$ cat config.mk
export PLATFORM = sky130hd
export DESIGN_NAME = ram_arbiter_flat
export DESIGN_NICKNAME = d
export VERILOG_FILES = /design/src/rtl/ram_arb_pkg.sv /design/src/rtl/ram_arbiter_if.sv /design/src/rtl/ram_arbiter_rr_pick.sv /design/src/rtl/ram_arbiter.sv /design/src/flat_wrapper.sv
export SDC_FILE = /design/constraint.sdc
export NUM_CORES = 1
export LEC_CHECK = 0
export CAP_MARGIN = 20
export CORE_ASPECT_RATIO = 0.5
export CORE_MARGIN = 3
export CORE_UTILIZATION = 46
export DETAILED_ROUTE_END_ITERATION = 16
export PLACE_DENSITY = 0.86
export SYNTH_ARGS = -nofsm -noshare
export SYNTH_HDL_FRONTEND = slang
export SYNTH_SLANG_ARGS = --single-unit
$ cat constraint.sdc
create_clock -name clk -period 3.15 [get_ports clk]
set_clock_uncertainty 0.2 [all_clocks]
set_input_delay 0.4725 -clock clk [delete_from_list [all_inputs] [get_ports clk]]
set_output_delay 0.4725 -clock clk [all_outputs]
set_load 0.03 [all_outputs]
$ cat src/rtl/ram_arb_pkg.sv
// ram_arb_pkg: shared definitions for the RAM arbiter.
//   arb_state_e          - arbiter FSM states (IDLE, ACCESS)
//   RAM_ADDR_W / DATA_W  - data RAM geometry (64 KB, byte wide)
//   DEFAULT_NUM_REQ      - default number of requesters
//   DEFAULT_LOCK_TIMEOUT - default idle cycles before a held lock is dropped
package ram_arb_pkg;

    localparam int RAM_ADDR_W           = 16;
    localparam int RAM_DATA_W           = 8;
    localparam int DEFAULT_NUM_REQ      = 2;
    localparam int DEFAULT_LOCK_TIMEOUT = 16;

    typedef enum logic {
        IDLE   = 1'b0,
        ACCESS = 1'b1
    } arb_state_e;

endpackage

$ cat src/rtl/ram_arbiter_if.sv
// ram_arbiter_if: requester, RAM and status signals of the RAM arbiter.
//   req_valid/we/lock [N]   requester controls
//   req_addr  [16N]         packed addresses, requester i at [16i+15:16i]
//   req_wdata [8N]          packed write data, requester i at [8i+7:8i]
//   req_ready [N]           one-hot accept
//   rsp_valid [N]/rsp_rdata one-cycle completion pulse and read data
//   ram_*                   single-port RAM pins (ram_data_out from RAM)
//   grant_id/busy/lock_active/dbg_state  status and FSM state
// Handshake: a request transfers on a rising edge where req_valid[i] and
// req_ready[i] are both high. req_ready may depend combinationally on
// req_valid; a requester holds valid, we, addr, wdata and lock stable until
// it sees ready, and the arbiter never drops a pending request.
// Modports: slave = arbiter view, master = requesters plus RAM view.
interface ram_arbiter_if #(
    parameter int NUM_REQ = 2
);
    logic [NUM_REQ-1:0]    req_valid;
    logic [NUM_REQ-1:0]    req_we;
    logic [16*NUM_REQ-1:0] req_addr;
    logic [8*NUM_REQ-1:0]  req_wdata;
    logic [NUM_REQ-1:0]    req_lock;
    logic [NUM_REQ-1:0]    req_ready;
    logic [NUM_REQ-1:0]    rsp_valid;
    logic [7:0]            rsp_rdata;
    logic [15:0]           ram_addr;
    logic [7:0]            ram_data_in;
    logic                  ram_write_enable;
    logic                  ram_read_enable;
    logic [7:0]            ram_data_out;
    logic [1:0]            grant_id;
    logic                  busy;
    logic                  lock_active;
    ram_arb_pkg::arb_state_e dbg_state;

    modport slave (
        input  req_valid, req_we, req_addr, req_wdata, req_lock, ram_data_out,
        output req_ready, rsp_valid, rsp_rdata, ram_addr, ram_data_in,
               ram_write_enable, ram_read_enable, grant_id, busy, lock_active,
               dbg_state
    );

    modport master (
        output req_valid, req_we, req_addr, req_wdata, req_lock, ram_data_out,
        input  req_ready, rsp_valid, rsp_rdata, ram_addr, ram_data_in,
               ram_write_enable, ram_read_enable, grant_id, busy, lock_active,
               dbg_state
    );
endinterface

$ cat src/rtl/ram_arbiter_rr_pick.sv
// rr_pick: combinational round-robin picker.
//   req_i  [N]  request vector
//   mask_i [N]  eligibility mask
//   last_i      index of the previous winner; search starts at last_i+1
//   gnt_o  [N]  one-hot grant (zero when nothing eligible requests)
//   idx_o       index of the granted requester
//   any_o       a grant was made
module rr_pick #(
    parameter int NUM_REQ = 2
) (
    input  logic [NUM_REQ-1:0] req_i,
    input  logic [NUM_REQ-1:0] mask_i,
    input  logic [1:0]         last_i,
    output logic [NUM_REQ-1:0] gnt_o,
    output logic [1:0]         idx_o,
    output logic               any_o
);

    // Walk priority positions last+1 .. last+NUM_REQ (mod NUM_REQ); the inner
    // loop keeps every index constant so no variable bit-select is needed.
    always_comb begin
        gnt_o = '0;
        idx_o = '0;
        any_o = 1'b0;
        for (int k = 1; k <= NUM_REQ; k++) begin
            for (int i = 0; i < NUM_REQ; i++) begin
                if (!any_o && (((int'(last_i) + k) % NUM_REQ) == i) &&
                    req_i[i] && mask_i[i]) begin
                    gnt_o[i] = 1'b1;
                    idx_o    = 2'(i);
                    any_o    = 1'b1;
                end
            end
        end
    end

endmodule

$ cat src/rtl/ram_arbiter.sv
// ram_arbiter: round-robin arbiter sharing a single-port 64 KB byte RAM
// between NUM_REQ requesters, with an optional ownership lock for
// read-modify-write sequences.
//   clk    system clock, all state changes on the rising edge
//   reset  synchronous, active-high
//   bus    ram_arbiter_if.slave: requester handshake, RAM pins, status
// One access takes two cycles: accept in IDLE, drive the RAM in ACCESS, and
// the response pulse appears in the following IDLE cycle, which can already
// accept the next request.
module ram_arbiter
    import ram_arb_pkg::*;
#(
    parameter int NUM_REQ      = DEFAULT_NUM_REQ,
    parameter int LOCK_TIMEOUT = DEFAULT_LOCK_TIMEOUT
) (
    input  logic           clk,
    input  logic           reset,
    ram_arbiter_if.slave   bus
);

    arb_state_e            state_q, state_d;
    logic [RAM_ADDR_W-1:0] acc_addr_q, acc_addr_d;
    logic [RAM_DATA_W-1:0] acc_wdata_q, acc_wdata_d;
    logic                  acc_we_q, acc_we_d;
    logic                  acc_lock_q, acc_lock_d;
    logic [NUM_REQ-1:0]    acc_gnt_q, acc_gnt_d;
    logic [1:0]            grant_id_q, grant_id_d;
    logic [1:0]            last_grant_q, last_grant_d;
    logic                  lock_active_q, lock_active_d;
    logic [NUM_REQ-1:0]    owner_q, owner_d;
    logic [7:0]            idle_cnt_q, idle_cnt_d;
    logic [NUM_REQ-1:0]    rsp_valid_q, rsp_valid_d;
    logic [RAM_DATA_W-1:0] rsp_rdata_q, rsp_rdata_d;

    logic [NUM_REQ-1:0]    elig;
    logic [NUM_REQ-1:0]    pick_gnt;
    logic [1:0]            pick_idx;
    logic                  pick_any;
    logic [7:0]            idle_cnt_inc;

    // While locked only the owner (held one-hot) may win.
    assign elig         = lock_active_q ? owner_q : '1;
    assign idle_cnt_inc = idle_cnt_q + 8'd1;

    rr_pick #(.NUM_REQ(NUM_REQ)) u_pick (
        .req_i  (bus.req_valid),
        .mask_i (elig),
        .last_i (last_grant_q),
        .gnt_o  (pick_gnt),
        .idx_o  (pick_idx),
        .any_o  (pick_any)
    );

    always_ff @(posedge clk) begin
        if (reset) begin
            state_q       <= IDLE;
            acc_addr_q    <= '0;
            acc_wdata_q   <= '0;
            acc_we_q      <= 1'b0;
            acc_lock_q    <= 1'b0;
            acc_gnt_q     <= '0;
            grant_id_q    <= '0;
            last_grant_q  <= 2'(NUM_REQ - 1);
            lock_active_q <= 1'b0;
            owner_q       <= '0;
            idle_cnt_q    <= '0;
            rsp_valid_q   <= '0;
            rsp_rdata_q   <= '0;
        end else begin
            state_q       <= state_d;
            acc_addr_q    <= acc_addr_d;
            acc_wdata_q   <= acc_wdata_d;
            acc_we_q      <= acc_we_d;
            acc_lock_q    <= acc_lock_d;
            acc_gnt_q     <= acc_gnt_d;
            grant_id_q    <= grant_id_d;
            last_grant_q  <= last_grant_d;
            lock_active_q <= lock_active_d;
            owner_q       <= owner_d;
            idle_cnt_q    <= idle_cnt_d;
            rsp_valid_q   <= rsp_valid_d;
            rsp_rdata_q   <= rsp_rdata_d;
        end
    end

    always_comb begin
        state_d       = state_q;
        acc_addr_d    = acc_addr_q;
        acc_wdata_d   = acc_wdata_q;
        acc_we_d      = acc_we_q;
        acc_lock_d    = acc_lock_q;
        acc_gnt_d     = acc_gnt_q;
        grant_id_d    = grant_id_q;
        last_grant_d  = last_grant_q;
        lock_active_d = lock_active_q;
        owner_d       = owner_q;
        idle_cnt_d    = idle_cnt_q;
        rsp_valid_d   = '0;
        rsp_rdata_d   = rsp_rdata_q;

        case (state_q)
            IDLE: begin
                if (pick_any) begin
                    for (int i = 0; i < NUM_REQ; i++) begin
                        if (pick_gnt[i]) begin
                            acc_addr_d  = bus.req_addr[16*i +: 16];
                            acc_wdata_d = bus.req_wdata[8*i +: 8];
                            acc_we_d    = bus.req_we[i];
                            acc_lock_d  = bus.req_lock[i];
                        end
                    end
                    acc_gnt_d    = pick_gnt;
                    grant_id_d   = pick_idx;
                    last_grant_d = pick_idx;
                    idle_cnt_d   = '0;
                    if (|(bus.req_lock & pick_gnt)) begin
                        lock_active_d = 1'b1;
                        owner_d       = pick_gnt;
                    end
                    state_d = ACCESS;
                end else if (lock_active_q) begin
                    // No grant while locked means the owner is idle.
                    if (idle_cnt_inc == 8'(LOCK_TIMEOUT)) begin
                        lock_active_d = 1'b0;
                        idle_cnt_d    = '0;
                    end else begin
                        idle_cnt_d = idle_cnt_inc;
                    end
                end
            end
            ACCESS: begin
                rsp_valid_d = acc_gnt_q;
                // Only capture while the RAM is actively driving the bus.
                if (!acc_we_q) begin
                    rsp_rdata_d = bus.ram_data_out;
                end
                // The owner releases by making an access with lock low.
                if (!acc_lock_q) begin
                    lock_active_d = 1'b0;
                end
                state_d = IDLE;
            end
            default: state_d = IDLE;
        endcase
    end

    assign bus.req_ready        = (state_q == IDLE && !reset) ? pick_gnt : '0;
    assign bus.rsp_valid        = rsp_valid_q;
    assign bus.rsp_rdata        = rsp_rdata_q;
    assign bus.ram_addr         = (state_q == ACCESS) ? acc_addr_q : '0;
    assign bus.ram_data_in      = (state_q == ACCESS) ? acc_wdata_q : '0;
    assign bus.ram_write_enable = (state_q == ACCESS) && acc_we_q;
    assign bus.ram_read_enable  = (state_q == ACCESS) && !acc_we_q;
    assign bus.grant_id         = grant_id_q;
    assign bus.busy             = (state_q == ACCESS);
    assign bus.lock_active      = lock_active_q;
    assign bus.dbg_state        = state_q;

endmodule
$ cat src/flat_wrapper.sv
// flat-port wrapper written by rule: the top's interface ports become plain ports
module ram_arbiter_flat import ram_arb_pkg::*;
#(
    parameter int NUM_REQ      = DEFAULT_NUM_REQ,
    parameter int LOCK_TIMEOUT = DEFAULT_LOCK_TIMEOUT
)
  (clk, reset, bus_req_valid, bus_req_we, bus_req_addr, bus_req_wdata, bus_req_lock, bus_ram_data_out, bus_req_ready, bus_rsp_valid, bus_rsp_rdata, bus_ram_addr, bus_ram_data_in, bus_ram_write_enable, bus_ram_read_enable, bus_grant_id, bus_busy, bus_lock_active, bus_dbg_state);
  ram_arbiter_if #(.NUM_REQ(NUM_REQ)) bus_i ();
  input  logic clk;
  input  logic reset;
  input wire logic [$bits(bus_i.req_valid)-1:0] bus_req_valid;
  input wire logic [$bits(bus_i.req_we)-1:0] bus_req_we;
  input wire logic [$bits(bus_i.req_addr)-1:0] bus_req_addr;
  input wire logic [$bits(bus_i.req_wdata)-1:0] bus_req_wdata;
  input wire logic [$bits(bus_i.req_lock)-1:0] bus_req_lock;
  input wire logic [$bits(bus_i.ram_data_out)-1:0] bus_ram_data_out;
  output wire logic [$bits(bus_i.req_ready)-1:0] bus_req_ready;
  output wire logic [$bits(bus_i.rsp_valid)-1:0] bus_rsp_valid;
  output wire logic [$bits(bus_i.rsp_rdata)-1:0] bus_rsp_rdata;
  output wire logic [$bits(bus_i.ram_addr)-1:0] bus_ram_addr;
  output wire logic [$bits(bus_i.ram_data_in)-1:0] bus_ram_data_in;
  output wire logic [$bits(bus_i.ram_write_enable)-1:0] bus_ram_write_enable;
  output wire logic [$bits(bus_i.ram_read_enable)-1:0] bus_ram_read_enable;
  output wire logic [$bits(bus_i.grant_id)-1:0] bus_grant_id;
  output wire logic [$bits(bus_i.busy)-1:0] bus_busy;
  output wire logic [$bits(bus_i.lock_active)-1:0] bus_lock_active;
  output wire logic [$bits(bus_i.dbg_state)-1:0] bus_dbg_state;
  assign bus_i.req_valid = bus_req_valid;
  assign bus_i.req_we = bus_req_we;
  assign bus_i.req_addr = bus_req_addr;
  assign bus_i.req_wdata = bus_req_wdata;
  assign bus_i.req_lock = bus_req_lock;
  assign bus_i.ram_data_out = bus_ram_data_out;
  assign bus_req_ready = bus_i.req_ready;
  assign bus_rsp_valid = bus_i.rsp_valid;
  assign bus_rsp_rdata = bus_i.rsp_rdata;
  assign bus_ram_addr = bus_i.ram_addr;
  assign bus_ram_data_in = bus_i.ram_data_in;
  assign bus_ram_write_enable = bus_i.ram_write_enable;
  assign bus_ram_read_enable = bus_i.ram_read_enable;
  assign bus_grant_id = bus_i.grant_id;
  assign bus_busy = bus_i.busy;
  assign bus_lock_active = bus_i.lock_active;
  assign bus_dbg_state = bus_i.dbg_state;
  ram_arbiter #(.NUM_REQ(NUM_REQ), .LOCK_TIMEOUT(LOCK_TIMEOUT)) u_core (.clk(clk), .reset(reset), .bus(bus_i));
endmodule
==> run summary <==
Avg WL per Cell - 13.9 µm
Hold Fails Final Rpt - 0
Total CTS buffers - 5
Core Box Area - 5070 µm²
Cells after DPL - 448
Pwr Density - 512 nW/µm²
Post-synth top area share - 41.8%
Count of cell types in the netlist - 42
Static leakage - 1.42 nW
Row cnt - 18
YS warnings - 0
Status - complete, no violations
Multi-input gate area - 1330 µm²
Minimum clock period - 2870 ps
Synthesized area - 2490 µm²
Flops & latches, synth - 52
Top_reg_cell synth - dfxtp_1
Final wirelength - 6330 µm
Post-CTS Hold Buffers - 0
Worst-path maximum fanout - 3
Post-cts resize count - 0
Share of layout cells above drive strength 1 - 5.70%
Fin area - 3710 µm²
CP Capture Type - output pin
Max_cap viols - 0
Antenna violations before repair - 0
Worst path arrival time - 2200 ps
Syn Area/Cell - 8.62 µm²
DR vias/cell - 5.18
Number of global-route vias before repair - 2357
Placed inst area - 3590 µm²
Die Area - 6390 µm²
Pre-Repair DR Iteration Count - 4
Root buffer cell - clkbuf_8
Die Y - 58.0 µm
Clk sinks - 52
Antenna diodes - 0
Routed vias - 2364
RD Place Congestion - 0.811
Util after Layout - 73.1%
DP HPWL - 4770 µm
Clock buffer depth - 2
I/O pins - 107
Initial Util - 49.2%
Layout area overhead - 48.8%
Post-synth top area cell - dfxtp_1
Worst vdd ir - 0.244 mV
Period utilization - 91.1%
Storage cell area - 1040 µm²
Post-synth EDFFs - 0
NumNets Final - 450
Mux cell area share after synthesis - 10.9%
Clock-pin slew on the worst setup and hold paths - 100 ps
Post-CTS Setup Bufs - 0
Synth area leaders - dfxtp_1 (42%), mux2i_1 (10%), a211oi_1 (7.5%)
Critical path required time - 2480 ps
Pins Over Slew Limit - 0
Seq/Total Area, Yosys - 41.8%
Worst min path class - flop to flop
Port bufs - 105
Largest family of logic cells by synthesized area - simple AND/OR/NAND/NOR gates
Chip width - 110 µm
Worst setup SP type - input pin
Synth Area in XOR/XNOR - 0.703%
Total gr overflow - 0
Complex-gate fraction of the synthesized area - 17.6%
Synth Area in Simple Gates - 22.9%
Pin count of the biggest net entering global routing - 54
Final setup fails - 0
Fin Setup TNS - 0 ps
CTS tree - yes
Gate Count Post-Synth - 289
Fillers - 391
H-tree depth - 2
DR DRC count - 0
Maximum clock frequency - 0.348 GHz
First-pass GRT wire length - 10800 µm
Starting DRT DRC Count - 104
Layout Cells excl Fill - 456
Routed Antenna Nets - 0
Adder-cell share of the synthesized area - 0.502%
Asr flop ratio synth - 0%
Unrepaired setup endpoints after global routing - false
Net Count, Synth - 354
WS Path Type - input pin to output pin
Gr usage total - 21.2%
Later-pin clock latency in the skew report - 310 ps
flip-flops by register name, indices dropped and copies added, names as in the netlist:
signal	cells
u_core.bus.busy	1
u_core.owner_q	2
u_core.acc_lock_q	1
u_core.acc_wdata_q	8
u_core.acc_addr_q	16
u_core.bus.rsp_valid	2
u_core.bus.lock_active	1
u_core.bus.grant_id	1
u_core.bus.rsp_rdata	8
u_core.idle_cnt_q	8
u_core.acc_gnt_q	2
u_core.acc_we_q	1
u_core.last_grant_q	1
final cells by class:
class | count | area share [%]
multi-input combinational | 209 | 36.0
timing repair buffer | 111 | 29.8
sequential | 52 | 28.1
tap | 70 | 2.36
clock buffer | 5 | 1.86
clock inverter | 3 | 1.25
inverter | 6 | 0.608
placed cells by master (no fill, tap or decap), types with 2 or more instances in the layout:
cell type        synthesis  final
mux2i_1                 26     26
o21ai_0                  5      5
nand4b_1                 2      2
o21a_1                   2      2
and3_1                   2      2
clkbuf_8                 0      5
nand3b_1                 2      2
a22oi_1                  4      4
and2_1                  26     26
a211oi_1                25     25
a21oi_1                 14     14
dfxtp_1                 52     52
nand2b_1                 4      4
a31o_2                   4      4
clkdlybuf4s50_1          0    104
buf_4                    3      6
nand2_1                 25     25
clkinv_1                 2      2
a21o_1                   2      2
nor2_1                  40     40
inv_1                    4      4
nand3_1                  3      3
nand4_1                  2      2
or3_1                    2      2
nor3_1                   2      2
through the flow:
| stage | power [mW] | hold WS, ps | setup slack (ps) |
|---|---|---|---|
| final | 1.90 | 263 | 279 |
| after global routing | 2.00 | 291 | 196 |
| after CTS | 1.91 | 264 | 288 |
| after detailed placement | 1.44 | 248 | 300 |
| after global placement | 1.42 | 244 | 335 |
| after floorplan | 1.20 | 236 | 783 |
worst paths after layout:
kind	from	to	slack, ps	depth (start not counted)
worst max-delay path	bus_req_valid[1]	bus_req_ready[1]	280	6
worst min-delay path	u_core.bus.rsp_rdata[3]	u_core.bus.rsp_rdata[3]	260	2
worst max register to register	u_core.bus.lock_active	u_core.owner_q[1]	760	6
worst min register to register	u_core.bus.rsp_rdata[3]	u_core.bus.rsp_rdata[3]	260	2
logic make-up (layout without fill, tap and decap cells):
family          Yosys count  after routing
simple gates            116            116
compound gates           62             62
flops                    52             52
buf+inv                  28            125
mux                      27             27
xor+xnor                  2              2
fa+ha+maj                 1              1
other cells               1              1
power breakdown:
| group | leakage [nW] | switching [mW] | internal [mW] | total (mW) |
|---|---|---|---|---|
| sequential | 0.428 | 0.0456 | 0.745 | 0.790 |
| clock | 0.0548 | 0.233 | 0.240 | 0.473 |
| combinational | 0.933 | 0.339 | 0.294 | 0.632 |
| total | 1.42 | 0.618 | 1.28 | 1.90 |
routing by layer:
metal / share of wire [%] / global-route usage, % / up-vias
met5: 0 / 0 / -
met4: 1.1 / 4.97 / 0
met2: 52 / 38.3 / 61
met3: 5.4 / 4.89 / 9
met1: 41 / 25.7 / 1096
li1: - / - / 1198
worst max-delay path: stages:
cell and delay, ps:
clkdlybuf4s50_1 500, inv_1 90, a311oi_4 240, nand2_1 90
inv_1 110, clkdlybuf4s50_1 700
synthesized netlist by cell type, types with 3 or more instances:
cell type  number
and2_1         26
buf_4           3
nand2b_1        4
buf_2           3
a22oi_1         4
a211oi_1       25
a21oi_1        14
nand3_1         3
a31o_2          4
nor2_1         40
mux2i_1        26
inv_1           4
dfxtp_1        52
nand2_1        25
clkbuf_1       14
o21ai_0         5
Note: power is estimated with default switching activity, not from simulation.
==> RTL edit, RTL diff (same settings) <==
Change the package constant `DEFAULT_NUM_REQ` from 2 to 4.
--- a/src/rtl/ram_arb_pkg.sv
+++ b/src/rtl/ram_arb_pkg.sv
@@ -7,7 +7,7 @@
 
     localparam int RAM_ADDR_W           = 16;
     localparam int RAM_DATA_W           = 8;
-    localparam int DEFAULT_NUM_REQ      = 2;
+    localparam int DEFAULT_NUM_REQ      = 4;
     localparam int DEFAULT_LOCK_TIMEOUT = 16;
 
     typedef enum logic {
Interface: changed (7 resized); port bits go from 107 to 165. No check against the original RTL was run, so the function may have changed too.
==> RTL edit against the original RTL <==
- via count up 57%
- fmax down 0.64%
- design area up 48%
- sequential power up 51%
- wire length up 78%
- worst setup slack worse by 0.018 ns
- utilization up 5.3 points
- global-route usage up 4.9 points
- sequential cell count up 8
- total power rose to 2.6 times the old value
- area after synthesis up 40%
==> RTL edit: results (changes against the original RTL) <==
[setup_path]
timing.rr.end=u_core.acc_addr_q[10]
r2r_start=u_core.bus.lock_active
cp-endpoint=bus_req_ready[2]
reg2reg_depth=8  ; +2
cp_max_fo=5  ; +2
cp-startpoint=bus_req_valid[0]
arrival_ns=2.22  ; +0.02 ns
cpMaxStageDelayCell=clkdlybuf4s50_1
critPathKind=in -> out
r2r_slack_ns=0.54  ; -0.22 ns
slowest_delay_ns=0.47  ; -0.23 ns

[cells_and_area]
n_antenna_cell=0  ; unchanged
top_register=u_core.acc_addr_q
drive_gt1_share_pct=11.92  ; +6.2 points
final_cells=654  ; +43%
largest_reg_flops=16  ; unchanged
nFillCells=483  ; +24%
nNetsFinal=676  ; +50%

[drt]
vias_per_cell=5.685  ; +9.7%
dr.pass1.iters=4  ; unchanged
drt_first_iter_violations=211  ; +100%
routedWlPerCell_um=17.26  ; +24%

[placement]
gp_congestion=0.8454  ; +4.2%
io_buffers=164  ; +56%
placed_cells=638  ; +42%
dp_hpwl_mm=8.374  ; +75%
dp_slack_ns=0.05155  ; -0.2487 ns

[synth]
avgSynthCellArea_um2=8.771  ; +1.8%
synth_ff_type=dfxtp_1
syn_nets=516  ; +46%
yosysSeqAreaShare_pct=34.50  ; -7.3 points
synth.distinct_cells=54  ; +29%
async_flop_share_pct=0  ; unchanged
yosysWarnings=0  ; unchanged
synth_common_cells=dfxtp_1 (60), nand2_1 (53), and2_1 (32)
synth_area_leaders=dfxtp_1 (34%), a221oi_2 (7.8%), mux2i_1 (7.5%)

[global_route]
grt_usage_pct=26.10  ; +4.9 points
grt_pass1_vias=3687  ; +56%
grt_start_max_net_pins=43  ; -20%
grt_pass1_wl_mm=17.93  ; +65%
antenna_found_initial=0  ; unchanged

[cts]
clk_pin_slew_worst_paths_ns=0.05  ; -0.05 ns
htree_levels=3  ; +1
insertion_delay_ns=0.32
clockBufferDepth=2  ; unchanged
cts_made_buffers=9  ; +4
cts-root-buf=clkbuf_16

[worst_hold_path]
min-delay-start=u_core.acc_gnt_q[0]
hold_path_class=reg -> reg

[status]
status=finished clean

[power_and_ir_drop]
leakage_nw=2.172  ; +53%
irDropWorstVdd_uv=556.5  ; +130%

[sta]
fmax_mhz=346.1  ; -0.64%
tightest_slew_ns=0.5267

[RTL edit: per-stage QoR]
stage	hold WS, ns	util [%]	instance area (um^2)
after global placement	0.2380	74.07	5196
after floorplan	0.2296	-	3482
final	0.2492	78.44	5503
after CTS	0.2491	78.40	5500
after global routing	0.2740	78.44	5503
after detailed placement	0.2424	74.07	5196
[RTL edit: kinds of logic after synthesis]
| kind of cell | after synthesis | synth area share, % |
|---|---|---|
| flops | 60 | 34.50 |
| buf+inv | 47 | 7.187 |
| compound gates | 120 | 29.68 |
| simple gates | 143 | 20.80 |
| fa+ha+maj | 1 | 0.3593 |
| mux | 26 | 7.474 |
[RTL edit: worst min-delay path by stage]
stage,end,slack [ns],cells past startpoint
finish,u_core.acc_gnt_q[0],0.25,2
CTS,u_core.acc_lock_q,0.25,2
global route,u_core.acc_lock_q,0.27,2
global placement,u_core.bus.rsp_valid[3],0.24,1
floorplan,u_core.bus.rsp_valid[0],0.23,1
detailed placement,u_core.acc_lock_q,0.24,2
[RTL edit: power by group]
part / internal (W) / switching [W] / total [W]
Sequential: 0.00104 / 0.000151 / 0.00119
Clock: 0.000652 / 0.000334 / 0.000986
Combinational: 0.00118 / 0.00157 / 0.00274
Total: 0.00287 / 0.00205 / 0.00492
[RTL edit: critical path, delay by kind of cell]
family	cells	cell delay (ns)
buf+inv	3	0.88
compound gates	2	0.44
simple gates	2	0.43
[RTL edit: layout make-up]
| class | count | area (um^2) | share of cell area [%] |
|---|---|---|---|
| Sequential cell | 60 | 1201 | 21.83 |
| Clock inverter | 4 | 47.55 | 0.8640 |
| Inverter | 9 | 33.78 | 0.6139 |
| Clock buffer | 12 | 256.5 | 4.661 |
| Tap cell | 92 | 115.1 | 2.092 |
| Timing Repair Buffer | 187 | 1814 | 32.97 |
| Multi-Input combinational cell | 290 | 2034 | 36.97 |
[RTL edit: per-layer routing]
metal	vias up	wire length (um)	global-route usage [%]
li1	1807	-	-
met4	0	117	6.937
met3	12	847	7.899
met1	1742	4620	32.01
met5	-	0	0
met2	157	5700	45.30
[RTL edit: timing repair]
action | CTS | global route
gates resized for setup | 0 | 1
endpoints found under the setup margin | 0 | 1
setup buffers | 0 | 0
hold buffers | 0 | 0
